--- config.mk ---
export PLATFORM = sky130hd
export DESIGN_NAME = arith_pipe
export DESIGN_NICKNAME = d
export VERILOG_FILES = /design/src/rtl/arith_pkg.sv /design/src/rtl/arith_stage.sv /design/src/rtl/arith_pipe.sv
export SDC_FILE = /design/constraint.sdc
export NUM_CORES = 1
export LEC_CHECK = 0
export CORE_MARGIN = 2
export CORE_UTILIZATION = 49
export DETAILED_ROUTE_END_ITERATION = 16
export HOLD_SLACK_MARGIN = 0.03
export PLACE_DENSITY = 0.83
export SLEW_MARGIN = 20
export SYNTH_ARGS = -nofsm -noshare
export SYNTH_HDL_FRONTEND = slang
export SYNTH_SLANG_ARGS = --single-unit
--- constraint.sdc ---
create_clock -name clk -period 3.9 [get_ports clk]
set_input_delay 0.39 -clock clk [delete_from_list [all_inputs] [get_ports clk]]
set_output_delay 0.39 -clock clk [all_outputs]
set_load 0.01 [all_outputs]
--- src/rtl/arith_pkg.sv ---
// arith_pkg: shared op encoding and payload flag types for the arith_pipe datapath.
package arith_pkg;

    localparam int OP_W = 2;

    typedef enum logic [OP_W-1:0] {
        OP_ADD    = 2'd0,
        OP_SUB    = 2'd1,
        OP_SEL    = 2'd2,
        OP_PASS_A = 2'd3
    } op_e;

    // Flag half of the stage payload; the data field is WIDTH-dependent and is added by the top.
    typedef struct packed {
        logic carry;
        logic sat;
    } flag_t;

endpackage

--- src/rtl/arith_stage.sv ---
// arith_stage: one elastic register slice; accepts when empty or when downstream drains this cycle.
module arith_stage #(
    parameter int W = 10
) (
    input  logic         clk,
    input  logic         reset_l,
    input  logic         in_valid,
    output logic         in_ready,
    input  logic [W-1:0] in_data,
    output logic         out_valid,
    input  logic         out_ready,
    output logic [W-1:0] out_data
);

    logic         vld_q, vld_d;
    logic [W-1:0] data_q, data_d;

    always_comb begin
        in_ready = !vld_q || out_ready;
        vld_d    = in_ready ? in_valid : vld_q;
        data_d   = (in_ready && in_valid) ? in_data : data_q;
    end

    always_ff @(posedge clk or negedge reset_l) begin
        if (!reset_l) begin
            vld_q  <= 1'b0;
            data_q <= '0;
        end else begin
            vld_q  <= vld_d;
            data_q <= data_d;
        end
    end

    assign out_valid = vld_q;
    assign out_data  = data_q;

endmodule

--- src/rtl/arith_pipe.sv ---
// arith_pipe: pipelined add/sub/select datapath with valid/ready on both sides and monitor counters.
// Define ARITH_SAT_EN to clamp overflowing ADD to all-ones and borrowing SUB/SEL to zero.
module arith_pipe
    import arith_pkg::*;
#(
    parameter int WIDTH  = 8,
    parameter int STAGES = 2,
    parameter int CNT_W  = 16
) (
    input  logic             clk,
    input  logic             reset_l,
    input  logic             in_valid,
    output logic             in_ready,
    input  logic [OP_W-1:0]  in_op,
    input  logic [WIDTH-1:0] in_a,
    input  logic [WIDTH-1:0] in_b,
    input  logic [WIDTH-1:0] in_c,
    input  logic             in_s,
    output logic             out_valid,
    input  logic             out_ready,
    output logic [WIDTH-1:0] out_data,
    output logic             out_carry,
    output logic             out_sat,
    output logic [CNT_W-1:0] result_count,
    output logic [CNT_W-1:0] err_count
);

    typedef struct packed {
        logic [WIDTH-1:0] data;
        flag_t            flags;
    } payload_t;

    localparam int PW = $bits(payload_t);

    op_e              op;
    logic [WIDTH:0]   sum, diff, raw;
    payload_t         head, tail;
    logic [STAGES:0]  vld, rdy;
    logic [PW-1:0]    pl [0:STAGES];
    logic             hs;
    logic [CNT_W-1:0] result_count_q, result_count_d;
    logic [CNT_W-1:0] err_count_q, err_count_d;

    // The extra top bit of raw is the carry for ADD and the borrow for SUB/SEL(s=1); it is 0 otherwise.
    always_comb begin
        op   = op_e'(in_op);
        sum  = {1'b0, in_a} + {1'b0, in_b};
        diff = {1'b0, in_a} - {1'b0, in_b};
        raw  = op == OP_ADD ? sum :
               (op == OP_SUB || (op == OP_SEL && in_s)) ? diff :
               op == OP_SEL ? {1'b0, in_c} : {1'b0, in_a};
        head.flags.carry = raw[WIDTH];
`ifdef ARITH_SAT_EN
        head.flags.sat = raw[WIDTH];
        head.data      = !raw[WIDTH] ? raw[WIDTH-1:0] : (op == OP_ADD ? '1 : '0);
`else
        head.flags.sat = 1'b0;
        head.data      = raw[WIDTH-1:0];
`endif
    end

    assign vld[0]      = in_valid;
    assign pl[0]       = head;
    assign rdy[STAGES] = out_ready;
    assign in_ready    = rdy[0];

    for (genvar i = 0; i < STAGES; i++) begin : g_stage
        arith_stage #(.W(PW)) u_stage (
            .clk      (clk),
            .reset_l  (reset_l),
            .in_valid (vld[i]),
            .in_ready (rdy[i]),
            .in_data  (pl[i]),
            .out_valid(vld[i+1]),
            .out_ready(rdy[i+1]),
            .out_data (pl[i+1])
        );
    end

    assign tail      = pl[STAGES];
    assign out_valid = vld[STAGES];
    assign out_data  = tail.data;
    assign out_carry = tail.flags.carry;
    assign out_sat   = tail.flags.sat;

    always_comb begin
        hs             = out_valid && out_ready;
        result_count_d = result_count_q + CNT_W'(hs);
        err_count_d    = (hs && out_carry && err_count_q != '1) ? err_count_q + 1'b1 : err_count_q;
    end

    always_ff @(posedge clk or negedge reset_l) begin
        if (!reset_l) begin
            result_count_q <= '0;
            err_count_q    <= '0;
        end else begin
            result_count_q <= result_count_d;
            err_count_q    <= err_count_d;
        end
    end

    assign result_count = result_count_q;
    assign err_count    = err_count_q;

endmodule
==> results.yml, run 1 <==
clocking:
  numCtsBuffers: 5
  clk_latency_ns: 0.30
  cts.sinks: 52
  cts_max_path_buffers: 2
  cts_tree: "yes"
  cts_root_buf: "clkbuf_8"
  postCtsHoldBufs: 0
  clk_pin_slew_ns: 0.09
  post_cts.repair.setup_buffers: 0
  cts_resized: 0
  h-tree-depth: 2
sta:
  finalSetupTns_ns: 0
  rsz0062_at_grt: "false"
  finalHoldViolCount: 0
  finalSetupViolations: 0
  slew_viol_final: 0
  max_slew_margin: 0.542
  worst_slew_pin_slew_ns: 0.685
  fmax_mhz: 403
  fin_skew_ns: 0.0104
  setup_ws_ns: 1.42
  post-route-min-period_ns: 2.48
  period_share: 0.637
  holdWs_ns: 0.187
drt:
  dr_total_vias: 2667
  met1_length_um: 3010
  drtPass1Iterations: 4
  drc_errors: 0
  route.met3.wl_um: 380
  wl_um: 7000
  drtIter0Drc: 105
  post_drt_wl_per_cell_um: 14.7
  top_layer: "met4"
  wl_met2_um: 3540
  drtAntennaViolNets: 0
  vias_per_cell: 5.61
floorplanning:
  ios: 75
  die-width_um: 85.2
  initial_core_util: 0.508
  core_sq_um: 6350
  placementRows: 29
  die-height_um: 85.2
  dieArea_sq_um: 7250
power_and_ir_drop:
  pwr-share-comb: 0.344
  seq_power_share: 0.462
  swShare: 0.312
  leakage_nw: 1.78
  peakVddDrop_v: 0.000310
  pwr-share-clk: 0.194
  p_per_area_nw_per_um2: 387
  p_int_w: 0.00109
  switching_power_w: 0.000494
setup_path:
  path_class: "input port to flop"
  path_buf_inv: 2
  cpPeakStageDelay_ns: 0.58
  cp-start-kind: "input port"
  critPathTopFamily: "buffers and inverters"
  worstPathRequired_ns: 4.06
  cp_slowest_cell: "clkdlybuf4s50_1"
  path_cells: "clkdlybuf4s50_1 > inv_1 > fa_1 > or2_2 > a221oi_1 > o31ai_1 > xnor2_1 > o221ai_1"
  crit_arrival_ns: 2.65
  end_kind: "flop"
  critPathMaxFanout: 5
yosys:
  synthFlopType: "dfrtp_1"
  synth-edff-count: 0
  synth_nets: 379
  synth_seq_cells: 52
  ys_seq_area_frac: 0.403
  syn-cell-area_sq_um: 3230
  syn_avg_cell_area_sq_um: 9.87
  synth.distinct_cells: 59
  async_flop_share: 1.00
  ys_warn_count: 0
  synthCells: 327
worst_hold_path:
  hold_class: "input port to asynchronous set/reset pin"
job:
  maxCapViolCount: 0
outcome:
  status: "completed"
placement:
  place_ws_ns: 1.11
  place_hpwl_um: 5560
  placed_cell_area_sq_um: 4010
  place_congestion: 0.862
  io_buffers: 73
finish:
  diodes: 0
  final_core_util: 0.646
  nets: 449
  area_delta_synth_final_pct: 27.0
  most-common-layout-cells: "clkdlybuf4s50_1, dfrtp_1, xnor2_1, nor2_1"
  n_fill_cell: 515
  multi_input_area_sq_um: 1800
  final_area_sq_um: 4100
  regArea_sq_um: 1300
  drive_above_1_share: 0.0754
  final_common_cell: "clkdlybuf4s50_1"
grt:
  grt_max_degree: 53
  overflow: 0
  grt_pass1_vias: 2578
  grt_pass1_wl_um: 11900
  grt.total_usage: 0.202
  antenna_found_initial: 0
==> per-stage QoR <==
stage,cells,total power (W)
after floorplan,327,0.00101
after global placement,467,0.00127
after detailed placement,467,0.00130
after CTS,475,0.00160
after global routing,475,0.00169
final,475,0.00158
==> routing by layer <==
metal  vias up  track usage
met2        93        0.357
li1       1307            -
met1      1259        0.261
met4         0       0.0505
met3         8       0.0282
met5         -            0
==> registers in the layout, summed over array words and instances (netlist names) <==
name                       count
g_stage.u_stage.out_data      18
err_count                     16
result_count                  16
g_stage.u_stage.out_valid      2
==> cells in the mapped netlist (3+ instances only) <==
cell type	number	area, sq um
nor2_1	23	86.3
a21oi_1	13	65.1
o21ai_0	9	45.0
a22o_1	5	43.8
buf_2	5	25.0
nor2b_1	6	37.5
o211ai_1	3	22.5
o21bai_1	3	22.5
a31oi_1	4	25.0
nand3_1	17	85.1
ha_1	19	238
o22ai_1	3	18.8
and2_1	3	18.8
and3_1	4	25.0
nand2_1	19	71.3
xnor2_1	23	201
nor3_1	4	20.0
nand2b_1	10	62.6
dfrtp_1	52	1300
clkbuf_1	3	11.3
mux2_2	10	113
inv_1	19	71.3
mux2i_1	3	30.0
nand4_1	6	37.5
a221oi_1	4	35.0
or2_2	4	25.0
xor2_1	8	70.1
==> cell type report <==
class,count,area share
sequential,52,0.317
inverter,19,0.0174
clock buffer,6,0.0201
tap,77,0.0235
clock inverter,2,0.00244
multi-input combinational,245,0.440
timing repair buffer,74,0.179
==> kinds of logic (layout without fill, tap and decap cells) <==
kind of cell	Yosys count	after routing	synth area share
and+or+nand+nor	112	112	0.196
AOI/OAI and AO/OA	66	66	0.143
DFF	52	52	0.403
xor gates and xnor gates	31	31	0.0841
buffers and inverters	30	101	0.0380
adders and majority gates	21	21	0.0860
muxes	14	14	0.0488
other	1	1	0.00116
==> power groups by stage <==
| stage | sequential [W] | combinational [W] | clock, W |
|---|---|---|---|
| floorplan | 0.000765 | 0.000244 | 0 |
| global placement | 0.000738 | 0.000534 | 0 |
| finish | 0.000732 | 0.000546 | 0.000307 |
| CTS | 0.000734 | 0.000552 | 0.000318 |
| global route | 0.000754 | 0.000603 | 0.000337 |
| detailed placement | 0.000745 | 0.000550 | 0 |
==> path summary, 6_finish.rpt <==
path | from | endpoint | slack (ns) | cells past startpoint
worst max-delay path | in_a[1] | g_stage[0].u_stage.out_data[8] | 1.42 | 8
worst min-delay path | reset_l | result_count[11] | 0.19 | 2
worst max register to register | err_count[0] | err_count[15] | 2.15 | 6
worst min register to register | g_stage[0].u_stage.out_data[2] | g_stage[0].u_stage.out_data[2] | 0.48 | 1
max in group asynchronous | reset_l | err_count[5] | 3.29 | 2
min in group clk | g_stage[0].u_stage.out_data[2] | g_stage[0].u_stage.out_data[2] | 0.48 | 1
Note: power is estimated with default switching activity, not from simulation.
==> run 2, diff against run 1 <==
Settings changed: CORE_UTILIZATION 49 to 46, PLACE_DENSITY 0.83 to 0.81.
Clock period 3.9 ns to 2.2 ns, I/O delays scaled along.
==> run 2 against run 1 <==
  * Combinational power is 87% higher
  * Sequential power grew 78%
  * Cell area rose by 6.2%
  * Routed wire length grew 4.7%
  * Clock skew rose by 0.0011 ns
  * Sequential share of layout area shrank 1.9 points
  * Clock power increased by 79%
  * Non-clock buffer count rose by 27
  * Setup slack worse by 1.3 ns
  * Total power increased by 81%
  * Worst hold slack gained 0.29 ns
  * Largest power group unchanged
  * Highest routed layer unchanged
==> results.yml, run 2 (synthesis gave the netlist of run 1 again) <==
floorplanning:
  placementRows: 30
  core_sq_um: 6790
  initial_core_util: 0.475
  die-height_um: 87.8
  dieArea_sq_um: 7700
  ios: 75
  die-width_um: 87.8
finish:
  most-common-layout-cells: "clkdlybuf4s50_1, dfrtp_1, buf_4, xnor2_1, nor2_1"
  n_fill_cell: 574
  diodes: 0
  multi_input_area_sq_um: 1820
  final_area_sq_um: 4350
  regArea_sq_um: 1300
  final_common_cell: "clkdlybuf4s50_1"
  area_delta_synth_final_pct: 34.8
  drive_above_1_share: 0.139
  largest_reg_flops: 18
  nets: 476
  final_core_util: 0.641
clocking:
  clk_latency_ns: 0.30
  numCtsBuffers: 5
  cts_root_buf: "clkbuf_8"
  cts.sinks: 52
  cts_max_path_buffers: 2
  h-tree-depth: 2
  clk_pin_slew_ns: 0.09
  cts_tree: "yes"
drt:
  vias_per_cell: 5.35
  drtIter0Drc: 54
  wl_um: 7320
  drtPass1Iterations: 4
  post_drt_wl_per_cell_um: 14.1
  dr_total_vias: 2786
  drc_errors: 0
  drtAntennaViolNets: 0
grt:
  overflow: 0
  grt.total_usage: 0.197
  grt_pass1_wl_um: 12100
  grt_pass1_vias: 2777
  antenna_found_initial: 0
  grt_max_degree: 37
setup_path:
  end_kind: "flop"
  critPathMaxFanout: 2
  reg2reg_to: "err_count[1]"
  reg2reg_from: "err_count[6]"
  r2r_slack_ns: 0.48
  cp-start-kind: "input port"
  crit_arrival_ns: 2.27
  path_class: "input port to flop"
  reg2reg_depth: 5
  worstPathRequired_ns: 2.37
sta:
  rsz0062_at_grt: "false"
  worst_slew_pin_slew_ns: 0.753
  period_share: 0.953
  max_slew_margin: 0.498
  fin_skew_ns: 0.0114
  slew_viol_final: 0
  finalHoldViolCount: 0
  fmax_mhz: 477
  post-route-min-period_ns: 2.10
  finalSetupViolations: 0
placement:
  placed_cell_area_sq_um: 4240
  io_buffers: 73
  place_congestion: 0.869
  place_hpwl_um: 6050
worst_hold_path:
  hold_class: "flop to flop"
  hold_start: "result_count[15]"
  hold_end: "result_count[15]"
  hold_depth: 1
power_and_ir_drop:
  peakVddDrop_v: 0.000295
  leakage_nw: 1.92
  p_per_area_nw_per_um2: 659
outcome:
  status: "completed"
job:
  maxCapViolCount: 0
## run 2: cell types whose count changed in the layout (fill, tap and decap cells not counted)
cell / change
buf_12: +1
fa_1: -1
buf_4: +25
a21oi_2: +1
fa_2: +1
a221oi_2: +1
a221oi_1: -1
dlygate4sd3_1: +1
a21oi_1: -1
## run 2: power breakdown
part	switching, W	total, W	internal [W]	leakage (nW)
Combinational	0.000435	0.00102	0.000589	1.20
Sequential	0.000161	0.00130	0.00114	0.661
Clock	0.000297	0.000548	0.000251	0.0510
Total	0.000892	0.00287	0.00198	1.92
## run 2: worst max-delay path by stage
stage / start / end / slack [ns] / cells past startpoint
2_1_floorplan: in_a[0] / g_stage[0].u_stage.out_data[8] / 0.35 / 9
3_3_place_gp: in_a[0] / g_stage[0].u_stage.out_data[8] / -0.25 / 9
3_5_place_dp: in_b[0] / g_stage[0].u_stage.out_data[8] / -0.33 / 9
4_1_cts: in_a[0] / g_stage[0].u_stage.out_data[8] / 0.02 / 10
5_1_grt: in_b[0] / g_stage[0].u_stage.out_data[8] / 0.003 / 9
6_report: in_b[0] / g_stage[0].u_stage.out_data[8] / 0.10 / 9
## run 2: worst max-delay path, cell delays in order
cell and delay [ns]:
clkdlybuf4s50_1 0.50, ha_1 0.18, inv_1 0.05, fa_1 0.38, or2_2 0.29, a221oi_2 0.28, o31ai_1 0.12, xnor2_1 0.14
o221ai_1 0.11
## run 2: through the flow
stage / instances / hold slack (ns) / power [W] / worst slack, ns / TNS [ns]
final: 521 / 0.480 / 0.00287 / 0.104 / 0
after global routing: 521 / 0.515 / 0.00304 / 0.00273 / 0
after CTS: 521 / 0.479 / 0.00289 / 0.0188 / 0
after detailed placement: 512 / 0.334 / 0.00234 / -0.327 / -1.00
after global placement: 512 / 0.335 / 0.00231 / -0.249 / -0.611
after floorplan: 327 / -0.0756 / 0.00179 / 0.349 / 0
## run 2: area by class of cell
type | instances | share of cell area
sequential | 52 | 0.299
tap | 96 | 0.0276
multi-input combinational | 245 | 0.417
clock buffer | 6 | 0.0190
clock inverter | 2 | 0.00230
timing repair buffer | 101 | 0.218
inverter | 19 | 0.0164
## run 2: repair_timing
| action | 4_1_cts | 5_1_grt |
|---|---|---|
| hold buffers | 1 | 0 |
| pin swaps | 0 | 1 |
| resized for setup | 1 | 2 |
| setup buffers | 0 | 0 |
| setup endpoints to repair | 1 | 1 |
| hold endpoints to repair | 34 | 0 |
## run 2: routing by layer
| layer | share of wire | GRT usage | vias up | wire [um] |
|---|---|---|---|---|
| met5 | 0 | 0 | - | 0 |
| met3 | 0.050 | 0.0311 | 18 | 366 |
| met2 | 0.49 | 0.346 | 103 | 3590 |
| met4 | 0.021 | 0.0685 | 0 | 155 |
| li1 | - | - | 1362 | - |
| met1 | 0.44 | 0.245 | 1303 | 3210 |
==> run 3, diff against run 2 <==
Settings changed: CORE_UTILIZATION 46 to 49, CTS_BUF_LIST set to sky130_fd_sc_hd__clkbuf_4, DONT_BUFFER_PORTS set to 1, GPL_ROUTABILITY_DRIVEN set to 0, PLACE_DENSITY 0.81 to 0.7.
==> run 3 against run 2 <==
  * Critical path type is now flop to flop
  * Cell count shrank 22%
  * Largest power group unchanged
  * Critical path depth shrank 2
  * Sequential share of layout area grew 8.0 points
  * Cell area shrank 21%
  * Flip-flop and latch count is the same
  * Non-clock buffer count shrank 94
  * Count of clock-buffer cells in the layout shrank 1
==> results.yml, run 3 (synthesis gave the netlist of run 1 again) <==
clocking:
  cts_tree: "yes"
  cts_max_path_buffers: 2
  clk_pin_slew_ns: 0.15
  h-tree-depth: 2
  cts_root_buf: "clkbuf_4"
  numCtsBuffers: 5
  cts.sinks: 52
  post_cts.repair.setup_buffers: 0
  clk_latency_ns: 0.35
floorplanning:
  die-width_um: 85.2
  die-height_um: 85.2
  placementRows: 29
  ios: 75
  initial_core_util: 0.508
  dieArea_sq_um: 7250
  core_sq_um: 6350
grt:
  grt_max_degree: 53
  grt.total_usage: 0.186
  grt_pass1_vias: 2352
  antenna_found_initial: 0
  grt_pass1_wl_um: 11100
  overflow: 0
finish:
  largest_reg_flops: 18
  most-common-layout-cells: "dfrtp_1, xnor2_1, nor2_1"
  diodes: 0
  instances_no_fill: 408
  area_delta_synth_final_pct: 6.43
  nets: 382
  final_common_cell: "dfrtp_1"
  drive_above_1_share: 0.0937
sta:
  fmax_mhz: 553
  holdWs_ns: 0.0930
  setup_ws_ns: 0.392
  post-route-min-period_ns: 1.81
  worst_slew_pin_slew_ns: 0.462
  finalHoldViolCount: 0
  slew_viol_final: 0
  finalSetupViolations: 0
  rsz0062_at_grt: "false"
  finalSetupTns_ns: 0
  max_slew_margin: 0.684
  fin_skew_ns: 0.00942
  period_share: 0.822
setup_path:
  cp_slowest_cell: "dfrtp_1"
  crit_cells: 7
  reg2reg_to: "result_count[12]"
  cp-startpoint: "g_stage[1].u_stage.out_valid"
  crit_arrival_ns: 2.07
  endpoint: "result_count[12]"
  cp-start-kind: "flop"
  critPathMaxFanout: 5
  end_kind: "flop"
  path_class: "flop to flop"
  r2r_slack_ns: 0.39
  reg2reg_from: "g_stage[1].u_stage.out_valid"
  critPathTopFamily: "simple AND/OR/NAND/NOR gates"
  path_buf_inv: 0
  worstPathRequired_ns: 2.46
  cpPeakStageDelay_ns: 0.50
  reg2reg_depth: 7
  path_cells: "and2_1 > ha_1 > ha_1 > nand3_1 > nor2_1 > nand3_1 > xnor2_1"
power_and_ir_drop:
  p_int_w: 0.00164
  seq_power_share: 0.569
  pwr-share-clk: 0.212
  switching_power_w: 0.000804
  peakVddDrop_v: 0.000653
  leakage_nw: 1.53
  p_per_area_nw_per_um2: 712
  swShare: 0.328
  finalPower_w: 0.00245
  pwr-share-comb: 0.219
job:
  maxCapViolCount: 0
worst_hold_path:
  hold_class: "input port to flop"
  hold_depth: 3
drt:
  drtAntennaViolNets: 0
  drtIter0Drc: 63
  post_drt_wl_per_cell_um: 16.0
  wl_um: 6540
  drtPass1Iterations: 4
  vias_per_cell: 5.89
  dr_total_vias: 2404
  drc_errors: 0
placement:
  dp_cells: 395
  io_buffers: 0
  place_ws_ns: 0.172
  place_hpwl_um: 4950
outcome:
  status: "completed"
==> run 3: cell types whose count changed in the layout (fill, tap and decap cells not counted), moves of 3 or more <==
cell,previous run,this run
buf_4,26,2
clkdlybuf4s50_1,72,0
clkbuf_8,6,0
clkbuf_4,0,5
dlygate4sd3_1,1,4
==> run 3: cell type report <==
cell class / count / area (sq um)
Fill cell: 584 / 2910
Multi-Input combinational cell: 245 / 1800
Sequential cell: 52 / 1300
Tap cell: 77 / 96.3
Timing Repair Buffer: 7 / 82.6
Inverter: 19 / 71.3
Clock inverter: 3 / 42.5
Clock buffer: 5 / 37.5
==> run 3: timing repair <==
item,in CTS,in global routing
gates resized for setup,0,0
endpoints found under the hold margin,54,1
hold buffers,4,1
==> run 3: power groups by stage <==
| stage | Combinational [W] | Clock (W) | Sequential [W] |
|---|---|---|---|
| 2_1_floorplan | 0.000433 | 0 | 0.00136 |
| 3_3_place_gp | 0.000488 | 0 | 0.00141 |
| 6_report | 0.000536 | 0.000518 | 0.00139 |
| 4_1_cts | 0.000538 | 0.000542 | 0.00140 |
| 5_1_grt | 0.000615 | 0.000565 | 0.00143 |
| 3_5_place_dp | 0.000504 | 0 | 0.00142 |
==> run 3: worst min path at each step <==
stage	from	to
6_report	in_op[1]	g_stage[0].u_stage.out_data[3]
5_1_grt	in_op[1]	g_stage[0].u_stage.out_data[7]
4_1_cts	in_op[1]	g_stage[0].u_stage.out_data[4]
3_5_place_dp	reset_l	result_count[4]
3_3_place_gp	reset_l	result_count[4]
2_1_floorplan	reset_l	err_count[0]
==> run 3: per-layer routing <==
metal,global-route usage,wire (um),vias up
li1,-,-,1173
met1,0.241,2890,1131
met2,0.308,3030,94
met3,0.0554,551,6
met4,0.0476,72,0
met5,0,0,-
==> run 3: worst min-delay path: cells and delay by family <==
family,cells,cell delay [ns]
AO/OA/AOI/OAI,3,0.19
==> run 3: per-stage QoR <==
stage / util / instance area [sq um]
after floorplan: - / 3230
after global placement: 0.518 / 3290
after detailed placement: 0.518 / 3290
after CTS: 0.540 / 3430
after global routing: 0.541 / 3440
final: 0.541 / 3440
==> variant, RTL diff (config.mk and constraints of run 3) <==
The parameter `STAGES` goes from 2 to 1.
--- a/src/rtl/arith_pipe.sv
+++ b/src/rtl/arith_pipe.sv
@@ -4,7 +4,7 @@
     import arith_pkg::*;
 #(
     parameter int WIDTH  = 8,
-    parameter int STAGES = 2,
+    parameter int STAGES = 1,
     parameter int CNT_W  = 16
 ) (
     input  logic             clk,
Function: changed (Yosys sat finds a counterexample within 4 cycles, from zero or initial values and one cycle with reset_l low).
==> variant against run 3 <==
Sequential share of layout area down 2.3 points; routed wire length down 5.3%; area after synthesis down 14%; power down 20%; critical path depth down 3; design area down 14%; largest cell class unchanged; sequential cell count down 10; global-route usage up 2.0 points; worst setup slack worse by 0.13 ns.
==> variant: results (changes against run 3) <==
STA
  – Fmax achieved: 516.4 MHz (was 553.2 MHz)
  – Actual slew at the worst max-slew pin: 0.6389 ns (was 0.4623 ns)
  – Worst Hold Margin: 0.1212 ns (was 0.09303 ns)
  – Clk_skew: 0.01222 ns (was 0.009418 ns)

Clock network
  – CTS Hold Bufs: 3 (was 4)
  – Clock transition at path regs: 0.11 ns (was 0.15 ns)
  – Max Buffers Root-to-Sink: 2 (unchanged)

Synth
  – Ys Warns: 0 (unchanged)
  – Mux contribution to synthesized area: 0.01496 (was 0.04884)
  – Post-synthesis instance total: 298 (was 327)
  – Count of cell types in the netlist: 56 (was 59)
  – Adder-cell area share of the yosys netlist: 0.1006 (was 0.08605)
  – Post-Syn Nets: 350 (was 379)
  – Xor and xnor area share after synthesis: 0.09519 (was 0.08411)
  – Post-synthesis sequential area ratio: 0.3808 (was 0.4031)
  – Synth top cells by count: 42 x dfrtp_1, 28 x nand2_1, 20 x inv_1 (was 52 x dfrtp_1, 23 x nor2_1, 23 x xnor2_1)
  – Dominant cells by area after synthesis: dfrtp_1 38%, ha_1 8.6%, xnor2_1 6.0% (was dfrtp_1 40%, ha_1 7.4%, xnor2_1 6.2%)
  – Synth Area in Compound Gates: 0.1714 (was 0.1430)

Status
  – Status: finished clean (unchanged)

Min path
  – Worst Hold Endpoint: result_count[0]$_DFF_PN0_ (was g_stage[0].u_stage.out_data[3]$_DFFE_PN0P_)
  – Hold Path Cell Cnt: 2 (was 3)
  – HP Start: out_ready (was in_op[1])

Power
  – Worst IR Drop VDD: 0.2838 mV (was 0.6530 mV)
  – Leakage power: 1.344 nW (was 1.533 nW)
  – Internal power: 1.259 mW (was 1.644 mW)

Global routing
  – Grt met1 use: 0.2575 (was 0.2407)
  – GR Util met3: 0.05909 (was 0.05545)
  – Global Route met2 Usage: 0.3407 (was 0.3075)
  – GR Util All Layers: 0.2063 (was 0.1865)
  – Largest net degree at the start of global routing: 43 (was 53)
  – First-pass GRT wire length: 10,410 um (was 11,090 um)

Finish
  – Layout cell share with drive strength beyond 1: 0.08170 (was 0.09366)
  – Finished Layout Cells: 378 (was 408)
  – Final nets: 357 (was 382)

Routing
  – WL/cell: 16.39 um (was 16.04 um)
  – Iteration-0 DRC Markers: 88 (was 63)
  – Met1 wire length: 2554 um (was 2891 um)
  – Via count: 2,240 (was 2,404)
  – Met3 WL post-DR: 530 um (was 551 um)
  – Met2 routed WL: 3000 um (was 3028 um)
  – Pre-antenna DRT Iters: 4 (unchanged)

Critical path
  – Register-to-register setup slack: 0.26 ns (was 0.39 ns)
  – CP Max Fanout: 7 (was 5)
  – Critical Path End: err_count[1]$_DFFE_PN0P_ (was result_count[12]$_DFF_PN0_)
  – Crit path launch: err_count[8]$_DFFE_PN0P_ (was g_stage[1].u_stage.out_valid$_DFFE_PN0P_)
  – Reg2Reg Depth: 4 (was 7)

Placed design
  – Placement Cell Area: 2861 um^2 (was 3288 um^2)
  – Detailed Place HPWL: 4837 um (was 4953 um)
  – Place WS: 0.1215 ns (was 0.1715 ns)
  – Cell count after placement: 367 (was 395)
variant: changes by cell type in the layout (fill, tap and decap cells not counted), sizes merged, moves of 4 or more:
cell / run 3 / this run
dfrtp: 52 / 42
mux2: 11 / 1
nand2: 19 / 28
buf: 3 / 9
nor2: 23 / 18
o21ai: 9 / 14
a21o: 2 / 6
a22o: 5 / 1
nor3: 4 / 8
xnor2: 23 / 19
variant: area by class of cell:
class	instances	area (um^2)
fillers	537	2517
multi-input cells	225	1585
flip-flops and latches	42	1051
repair buffers	11	100.1
well taps	72	90.09
inverters	20	75.07
clock buffers	6	45.04
clock inverters	2	8.758
variant: power groups by stage:
stage	Clock [mW]	Sequential, mW	Combinational, mW
CTS	0.380	1.11	0.503
finish	0.359	1.11	0.500
detailed placement	0	1.13	0.476
global placement	0	1.12	0.462
floorplan	0	1.10	0.344
global route	0.414	1.13	0.568
variant: worst max-delay path, cell delays in order (launching register included):
cell	delay [ns]
dfrtp_1	0.51
nand4_1	0.17
nor4b_1	0.48
a31o_2	0.33
mux2_2	0.35
